<file path="src/rtl/dbg_pkg.sv">
// Shared constants and types for the debug dump streamer.
package dbg_pkg;

    // Upper half of word 0, tags the start of every packet.
    localparam logic [15:0] HDR = 16'hDB60;

    // Packet: header, 16 registers, 2 memory words, checksum.
    localparam int PKT_LEN = 20;
    localparam logic [4:0] CSUM_IDX = 5'(PKT_LEN - 1);

    typedef enum logic {
        IDLE = 1'b0,
        SEND = 1'b1
    } state_t;

endpackage

</file>
<file path="src/rtl/dbg_snap_bank.sv">
// Snapshot capture registers and the word-index to packet-word mux.
module dbg_snap_bank
    import dbg_pkg::*;
#(
    parameter int W    = 32,
    parameter int NREG = 16,
    parameter int PCW  = 7
) (
    input  logic              clk,
    input  logic              rst_n,
    input  logic              i_cap_en,
    input  logic [NREG*W-1:0] i_regs_flat,
    input  logic [PCW-1:0]    i_pc,
    input  logic [W-1:0]      i_mem1,
    input  logic [W-1:0]      i_mem2,
    input  logic [4:0]        i_idx,
    input  logic [W-1:0]      i_csum,
    output logic [W-1:0]      o_word
);

    localparam logic [4:0] IDX_MEM1 = 5'(NREG + 1);
    localparam logic [4:0] IDX_MEM2 = 5'(NREG + 2);

    logic [NREG*W-1:0] r_regs;
    logic [PCW-1:0]    r_pc;
    logic [W-1:0]      r_mem1;
    logic [W-1:0]      r_mem2;

    // Capture all watched state in one edge so the packet is a coherent snapshot.
    always_ff @(posedge clk or negedge rst_n) begin
        if (!rst_n) begin
            r_regs <= '0;
            r_pc   <= '0;
            r_mem1 <= '0;
            r_mem2 <= '0;
        end else if (i_cap_en) begin
            r_regs <= i_regs_flat;
            r_pc   <= i_pc;
            r_mem1 <= i_mem1;
            r_mem2 <= i_mem2;
        end
    end

    // Select the packet word for the current index; checksum comes from the top.
    always_comb begin
        o_word = '0;
        if (i_idx == 5'd0) begin
            o_word[W-1 -: 16] = HDR;
            o_word[PCW-1:0]   = r_pc;
        end else if (i_idx == IDX_MEM1) begin
            o_word = r_mem1;
        end else if (i_idx == IDX_MEM2) begin
            o_word = r_mem2;
        end else if (i_idx == CSUM_IDX) begin
            o_word = i_csum;
        end else begin
            for (int i = 0; i < NREG; i++) begin
                if (i_idx == 5'(i + 1)) begin
                    o_word = r_regs[i*W +: W];
                end
            end
        end
    end

endmodule

</file>
<file path="src/rtl/dbg_dump_streamer.sv">
// Snapshot-and-stream debug dump: captures watched registers, PC and two
// memory words on request and sends them as a 20-word framed packet.
//
//   state | meaning
//   IDLE  | no packet pending; snap_req captures and starts a packet
//   SEND  | packet in flight, out_valid high, extra requests are dropped
module dbg_dump_streamer
    import dbg_pkg::*;
#(
    parameter int W    = 32,
    parameter int NREG = 16,
    parameter int PCW  = 7
) (
    input  logic              clk,
    input  logic              rst_n,
    input  logic              snap_req,
    input  logic [NREG*W-1:0] regs_flat,
    input  logic [PCW-1:0]    pc,
    input  logic [W-1:0]      mem1,
    input  logic [W-1:0]      mem2,
    output logic              out_valid,
    input  logic              out_ready,
    output logic [W-1:0]      out_data,
    output logic [4:0]        out_idx,
    output logic              out_last,
    output logic              busy,
    output logic [7:0]        drop_cnt
);

    state_t         r_state;
    state_t         w_next_state;
    logic [4:0]     r_idx;
    logic [W-1:0]   r_csum;
    logic [7:0]     r_drop;
    logic [W-1:0]   w_word;
    logic           w_busy;
    logic           w_xfer;
    logic           w_at_last;
    logic           w_end;
    logic           w_cap;
    logic           w_drop;

    assign w_busy    = (r_state == SEND);
    assign w_xfer    = w_busy & out_ready;
    assign w_at_last = (r_idx == CSUM_IDX);
    assign w_end     = w_xfer & w_at_last;

    // Next state plus capture/drop decisions; a request on the last transfer chains.
    always_comb begin
        w_next_state = r_state;
        w_cap        = 1'b0;
        w_drop       = 1'b0;
        case (r_state)
            IDLE: begin
                if (snap_req) begin
                    w_cap        = 1'b1;
                    w_next_state = SEND;
                end
            end
            SEND: begin
                if (w_end) begin
                    if (snap_req) begin
                        w_cap = 1'b1;
                    end else begin
                        w_next_state = IDLE;
                    end
                end else if (snap_req) begin
                    w_drop = 1'b1;
                end
            end
            default: w_next_state = IDLE;
        endcase
    end

    // State register.
    always_ff @(posedge clk or negedge rst_n) begin
        if (!rst_n) begin
            r_state <= IDLE;
        end else begin
            r_state <= w_next_state;
        end
    end

    // Word index and running checksum; both restart with every new snapshot.
    always_ff @(posedge clk or negedge rst_n) begin
        if (!rst_n) begin
            r_idx  <= '0;
            r_csum <= '0;
        end else if (w_cap || w_end) begin
            r_idx  <= '0;
            r_csum <= '0;
        end else if (w_xfer) begin
            r_idx  <= r_idx + 5'd1;
            r_csum <= r_csum ^ w_word;
        end
    end

    // Saturating count of requests that arrived while a packet was in flight.
    always_ff @(posedge clk or negedge rst_n) begin
        if (!rst_n) begin
            r_drop <= '0;
        end else if (w_drop && (r_drop != 8'hFF)) begin
            r_drop <= r_drop + 8'd1;
        end
    end

    dbg_snap_bank #(
        .W    (W),
        .NREG (NREG),
        .PCW  (PCW)
    ) u_snap_bank (
        .clk         (clk),
        .rst_n       (rst_n),
        .i_cap_en    (w_cap),
        .i_regs_flat (regs_flat),
        .i_pc        (pc),
        .i_mem1      (mem1),
        .i_mem2      (mem2),
        .i_idx       (r_idx),
        .i_csum      (r_csum),
        .o_word      (w_word)
    );

    // Data is forced to zero outside a packet so idle/reset shows a clean bus.
    assign out_data  = w_busy ? w_word : '0;
    assign out_valid = w_busy;
    assign out_idx   = r_idx;
    assign out_last  = w_busy & w_at_last;
    assign busy      = w_busy;
    assign drop_cnt  = r_drop;

endmodule
</file>
<file path="config.mk">
export PLATFORM = sky130hd
export DESIGN_NAME = dbg_dump_streamer
export DESIGN_NICKNAME = d
export VERILOG_FILES = /design/src/rtl/dbg_pkg.sv /design/src/rtl/dbg_snap_bank.sv /design/src/rtl/dbg_dump_streamer.sv
export SDC_FILE = /design/constraint.sdc
export NUM_CORES = 1
export LEC_CHECK = 0
export BUFFER_PORTS_ARGS = -buffer_cell sky130_fd_sc_hd__buf_2
export CAP_MARGIN = 0
export CORE_MARGIN = 1
export CORE_UTILIZATION = 40
export CTS_CLUSTER_SIZE = 30
export DETAILED_ROUTE_END_ITERATION = 10
export HOLD_SLACK_MARGIN = 0.05
export PLACE_DENSITY_LB_ADDON = 0.25
export RECOVER_POWER = 100
export SLEW_MARGIN = 20
export SYNTH_ARGS = -nofsm -noshare
export SYNTH_HDL_FRONTEND = slang
export SYNTH_SLANG_ARGS = --single-unit
</file>
<file path="constraint.sdc">
create_clock -name clk -period 10.35 [get_ports clk]
set_clock_uncertainty 0.2 [all_clocks]
set_input_delay 1.5525 -clock clk [delete_from_list [all_inputs] [get_ports clk]]
set_output_delay 1.5525 -clock clk [all_outputs]
set_load 0.05 [all_outputs]
</file>
# [Word level (Yosys, flattened, before mapping)]
# Index checks and enable logic that the tools add are counted.
[op_classes] n_bitwise=5 n_reduce_logical=4 n_addsub=2 eq_ne=20 mux=34
[op_table] cell="two-way mux 32 bit" count=22
[op_table] cell="equality test 5 x 4 -> 1 bit (second input constant)" count=8
[op_table] cell="bitwise XOR 32 bit" count=1
[op_table] cell="equality test 5 x 3 -> 1 bit (second input constant)" count=4
[op_table] cell="equality test 5 bit (second input constant)" count=4
[op_table] cell="two-way mux 16 bit" count=1
[op_table] cell="equality test 5 x 2 -> 1 bit (second input constant)" count=2
[op_table] cell="two-way mux 5 bit" count=2
[op_table] cell="two-way mux 9 bit" count=1
[op_table] cell="adder 8 x 1 -> 8 bit (second input constant)" count=1
[op_table] cell="!= test 8 bit (second input constant)" count=1
[op_table] cell="two-way mux 7 bit" count=1
[op_table] cell="adder 5 x 1 -> 5 bit (second input constant)" count=1
[op_table] cell="equality test 5 x 1 -> 1 bit (second input constant)" count=1
[op_table] cell="logical NOT 5 bit" count=1
[op_table] cell="two-way mux 1 bit" count=5
[op_table] cell="case mux 1 bit (2 select lines)" count=2
[op_table] cell="AND 1 bit" count=3
[op_table] cell="nonzero test 2 bit" count=1
[op_table] cell="logical AND 1 bit" count=1
[op_table] cell="logical OR 1 bit" count=1
[op_table] cell="inverter 1 bit" count=1
[word_totals] word_cells=73 ff_bits=629 output_inout_bits=48

# [Longest topological paths before layout]
[logic_depth] depth_word=24 ltp_mapped=17 mapped_depth_nobuf=10

# [Modules after synthesis]
# From an unflattened synthesis, not the netlist that was laid out.
[hier_totals] hier_cells=2460 hier_area_um2=29952.5
[modules_own_cells] mod="dbg_snap_bank" cells_each=2218 instances=1 area_each_um2=27486.4 seq_area_each_um2=14589.0
[modules_own_cells] mod="dbg_dump_streamer" cells_each=242 instances=1 area_each_um2=2466.1 seq_area_each_um2=1151.1

# [Least setup slack after synthesis]
# No wires, ideal clock.
[synth_path] path_type="register to output" from="register r_idx[0], in the netlist out_idx[0]" to="output out_data[28]" stages_incl_launch_ff=16 t_arrival_ps=4283 path_buffers=7 slack_ps=4315 path_cell_list="dfrtp_1 ha_1 buf_2 buf_2 buf_2 buf_2 buf_2 and3_1 ha_1 clkbuf_1 clkbuf_1 nor2_1 o2bb2ai_1 a21oi_1 a21oi_1 a211oi_1"
[synth_between] elab_chain_cells=22 word_cells_on_any_way=41 cone_classes="eq/ne: 19; mux: 21; reduce/logical: 1"
[synth_rtl] item="start, declared" line_no="dbg_dump_streamer.sv:32" text="logic [4:0] r_idx;"
[synth_rtl] item="start signal, assigned" line_no="dbg_dump_streamer.sv:93" text="r_idx <= r_idx + 5'd1;"
[synth_rtl] item="equality test 5 x 1 -> 1 bit" line_no="dbg_snap_bank.sv:58" text="if (i_idx == 5'(i + 1)) begin"
[synth_rtl] item="two-way mux 32 bit (16 in series)" line_no="dbg_snap_bank.sv:58"
[synth_rtl] item="two-way mux 32 bit" line_no="dbg_snap_bank.sv:54" text="end else if (i_idx == CSUM_IDX) begin"
[synth_rtl] item="two-way mux 32 bit" line_no="dbg_snap_bank.sv:52" text="end else if (i_idx == IDX_MEM2) begin"
[synth_rtl] item="two-way mux 32 bit" line_no="dbg_snap_bank.sv:50" text="end else if (i_idx == IDX_MEM1) begin"
[synth_rtl] item="two-way mux 16 bit (*)" line_no="dbg_snap_bank.sv:47" text="if (i_idx == 5'd0) begin"
[synth_rtl] item="two-way mux 32 bit (*)" line_no="dbg_dump_streamer.sv:125" text="assign out_data = w_busy ? w_word : '0;"
[synth_rtl] item="end, declared" line_no="dbg_dump_streamer.sv:23" text="output logic [W-1:0] out_data,"
# Mark *: on every way between the ends. The rest lies on a longest branch, timed or not.

# [Final worst setup path]
[layout_path] from="register r_idx[4], in the netlist out_idx[4]" to="output out_data[9]"
[layout_between] elab_chain_cells=22 word_cells_on_any_way=41 cone_classes="eq/ne: 19; mux: 21; reduce/logical: 1"
[layout_rtl] item="equality test 5 x 1 -> 1 bit" line_no="dbg_snap_bank.sv:58"
[layout_rtl] item="two-way mux 32 bit (16 in series)" line_no="dbg_snap_bank.sv:58"
[layout_rtl] item="two-way mux 32 bit" line_no="dbg_snap_bank.sv:54"
[layout_rtl] item="two-way mux 32 bit" line_no="dbg_snap_bank.sv:52"
[layout_rtl] item="two-way mux 32 bit" line_no="dbg_snap_bank.sv:50"
[layout_rtl] item="two-way mux 9 bit (*)" line_no="dbg_snap_bank.sv:47"
[layout_rtl] item="two-way mux 32 bit (*)" line_no="dbg_dump_streamer.sv:125"
# Marks and branches as above.

==> run summary <==
outcome -> complete, but fails checks
failing checks -> max-capacitance violations, max-slew violations
vias in the first global route -> 26,384
first-pass GRT wire length -> 195,000 um
Post-Syn Area -> 31,100 um^2
DP Wirelength -> 108,000 um
Synth Instances -> 2,652
CP max stage cell -> clkbuf_1
CP Data Required Time -> 8.60 ns
number of distinct library cells after synthesis -> 92
Initial Util -> 40.7%
hold crit path type -> reg -> reg
P_sw -> 5.61 mW
Port Buffers -> 634
Seq pwr share -> 39.3%
area of the core -> 76,500 um^2
RSZ-0062 raised after global routing -> no
clock latency on the worst-skew pair -> 0.62 ns
Post-Place Worst Slack -> 3.72 ns
Finished Core Util -> 49.0%
clock power share -> 21.1%
Net Sw Frac -> 43.7%
Final GP Congestion -> 1.03
minimum clock period -> 8.99 ns
first-pass detailed-route iteration total -> 6
Total Wirelength -> 140,000 um
post-synthesis area per instance -> 11.7 um^2
FP Rows -> 101
critical setup path kind -> reg -> out
IR drop worst, VDD -> 0.299 mV
combinational fraction of design power -> 39.6%
overall routing resource usage -> 35.2%
Worst Slack Setup Final -> 1.36 ns
Register-to-Register Path Depth -> 7
fin. max-slew vios -> 381
max cap viols -> 7
pwr dens -> 343 nW/um^2
Startpoint Class -> flip-flop
family with the most delay on the worst path -> buffers and inverters
max incr delay on CP -> 2.28 ns
CTS clk-pin slew, worst paths -> 0.07 ns
Hold EP -> u_snap_bank.r_regs[380]
Layout Nets -> 3,788
P_int -> 7.23 mW
Yosys top cell area share -> 50.6%
Ys Warns -> 0
die height -> 281 um
CP dominant cell by count -> a211oi_1
main flop type after synthesis -> dfrtp_1
Post-CTS Setup Bufs -> 0
initial antenna violation count -> 5
Final TNS setup -> 0 ns
Final Hold Viols -> 0
FILL cells -> 7,070
largest net degree at the start of global routing -> 182
htree depth -> 3
post-route ant nets -> 0
clk sink count -> 629
Worst R2R End -> u_snap_bank.r_regs[294]
Synth area leaders -> dfrtp_1 (51%), mux2_2 (21%), buf_2 (2.0%), a21oi_1 (1.9%), o21ai_0 (1.7%)
final setup fails -> 0
crit-path max FO -> 61
CP cell instances -> clkbuf_1, and4bb_1, nand3_1, a2bb2oi_1, a211oi_1, a211oi_1, nor2b_1, buf_2
r2r startpoint -> out_idx[4]
critical hold path startpoint -> u_snap_bank.r_regs[380]
Avg Vias per Cell -> 6.13
Max-slew headroom -> -217%
Static Leakage -> 17.6 nW
initial DRC count -> 2,888
Vias -> 26,233
io pins -> 635
layout cells sized above 1 -> 42.4%
hold path cells -> 1
WL per Instance -> 32.7 um
Tcrit/Tclk final -> 86.8%
crit end category -> output pin
Mapped Nets -> 3,245
cts bufs inserted -> 72
top cells by count, synth -> dfrtp_1 (629), mux2_2 (581), nand2_1 (140), nor2_1 (130), buf_2 (123)
Slew @ Worst Pin -> 4.76 ns
Resized cells post-CTS -> 0
CTS max path bufs -> 3
Post-synth EDFFs -> 0
fmax -> 111 MHz
DRC viols -> 0
cts hold-fix bufs -> 0
area of the die -> 78,800 um^2
die width -> 281 um
GRT Residual Overflow -> 0
clock root buffer -> clkbuf_16
CTS tree -> built
FF+latch count, synth -> 629
WP buf/inv -> 2
Critical Path AT -> 7.23 ns
R2R Setup Slk -> 2.58 ns
Async SR Flop Fraction -> 100%
Synth area leader -> dfrtp_1
most used standard cell by instance count after synthesis -> dfrtp_1
register area share after synthesis -> 50.6%
Area Overhead vs Synth -> 20.5%
## worst max path at each step
stage	end	startpoint	depth (start not counted)	slack [ns]
2_1_floorplan	out_data[28]	out_idx[0]	15	4.31
3_3_place_gp	out_data[21]	out_idx[0]	10	3.77
3_5_place_dp	out_data[24]	out_idx[1]	11	3.72
4_1_cts	out_data[24]	out_idx[1]	11	3.05
5_1_grt	out_data[9]	out_idx[4]	8	1.46
6_report	out_data[9]	out_idx[4]	8	1.36
## per-stage QoR
stage	hold WS, ns	instances	instance area, um^2	power (mW)
final	0.306	4281	37400	12.8
after global routing	0.319	4278	37400	13.3
after CTS	0.299	4277	37500	12.8
after detailed placement	0.284	4150	35100	10.1
after global placement	0.284	4150	35000	10.0
after floorplan	0.271	2652	31100	7.60
## registers in the layout, indices dropped and copies added (netlist names)
name / flops
busy: 1
drop_cnt: 8
out_idx: 5
r_csum: 32
u_snap_bank.r_mem1: 32
u_snap_bank.r_mem2: 32
u_snap_bank.r_pc: 7
u_snap_bank.r_regs: 512
## cells in the final DEF (no fill, tap or decap), types with 22 or more instances in the layout
| master | n |
|---|---|
| o221ai_1 | 27 |
| a221oi_1 | 24 |
| o211ai_1 | 28 |
| a21o_1 | 25 |
| mux2_2 | 580 |
| clkbuf_1 | 61 |
| nand2_1 | 140 |
| o22ai_1 | 47 |
| clkbuf_16 | 72 |
| buf_4 | 35 |
| nand3_1 | 45 |
| buf_2 | 591 |
| a32oi_1 | 22 |
| nand2b_1 | 35 |
| a22oi_1 | 32 |
| nor2_1 | 130 |
| o21ai_0 | 112 |
| a21oi_1 | 121 |
| nor3_1 | 38 |
| dfrtp_1 | 627 |
## cells by family (layout without fill, tap and decap cells)
kind of cell / after synthesis / after routing / synth area share [%]
AO/OA/AOI/OAI: 641 / 641 / 14.3
buffers and inverters: 227 / 823 / 3.55
XOR/XNOR: 12 / 12 / 0.338
other: 0 / 3 / 0
AND/OR/NAND/NOR: 538 / 538 / 9.27
multiplexers: 599 / 599 / 21.6
flip-flops: 629 / 629 / 50.6
adder cells (fa/ha/maj): 6 / 6 / 0.242
## worst register-to-register path: stages, from the launching register on
cell	delay [ns]
dfrtp_2	0.36
clkbuf_1	2.28
and4bb_1	0.75
a21oi_1	0.19
nor2b_1	0.98
clkbuf_1	1.59
buf_12	0.62
mux2_2	0.67
## final cells by class
| class | count | area (um^2) | area share (%) |
|---|---|---|---|
| diodes | 3 | 7.51 | 0.0201 |
| well taps | 1030 | 1290 | 3.44 |
| clock inverters | 33 | 492 | 1.31 |
| flip-flops and latches | 629 | 15700 | 42.0 |
| multi-input cells | 1796 | 14300 | 38.3 |
| inverters | 13 | 48.8 | 0.130 |
| clock buffers | 94 | 1990 | 5.33 |
| repair buffers | 683 | 3540 | 9.46 |
## routing by layer
metal / global-route usage, % / routed length [um]
met3: 4.90 / 9740
met2: 57.6 / 66100
met5: 0 / 0
met1: 46.0 / 56500
met4: 16.6 / 7670
## power groups by stage
stage                     registers [mW]  logic [mW]  clock network, mW
after floorplan                     4.27        3.32                  0
after global placement              5.03        4.96                  0
after detailed placement            5.02        5.03                  0
after CTS                           5.00        5.06               2.75
after global routing                5.11        5.31               2.84
final                               5.04        5.09               2.70
Note: power is estimated with default switching activity, not from simulation.
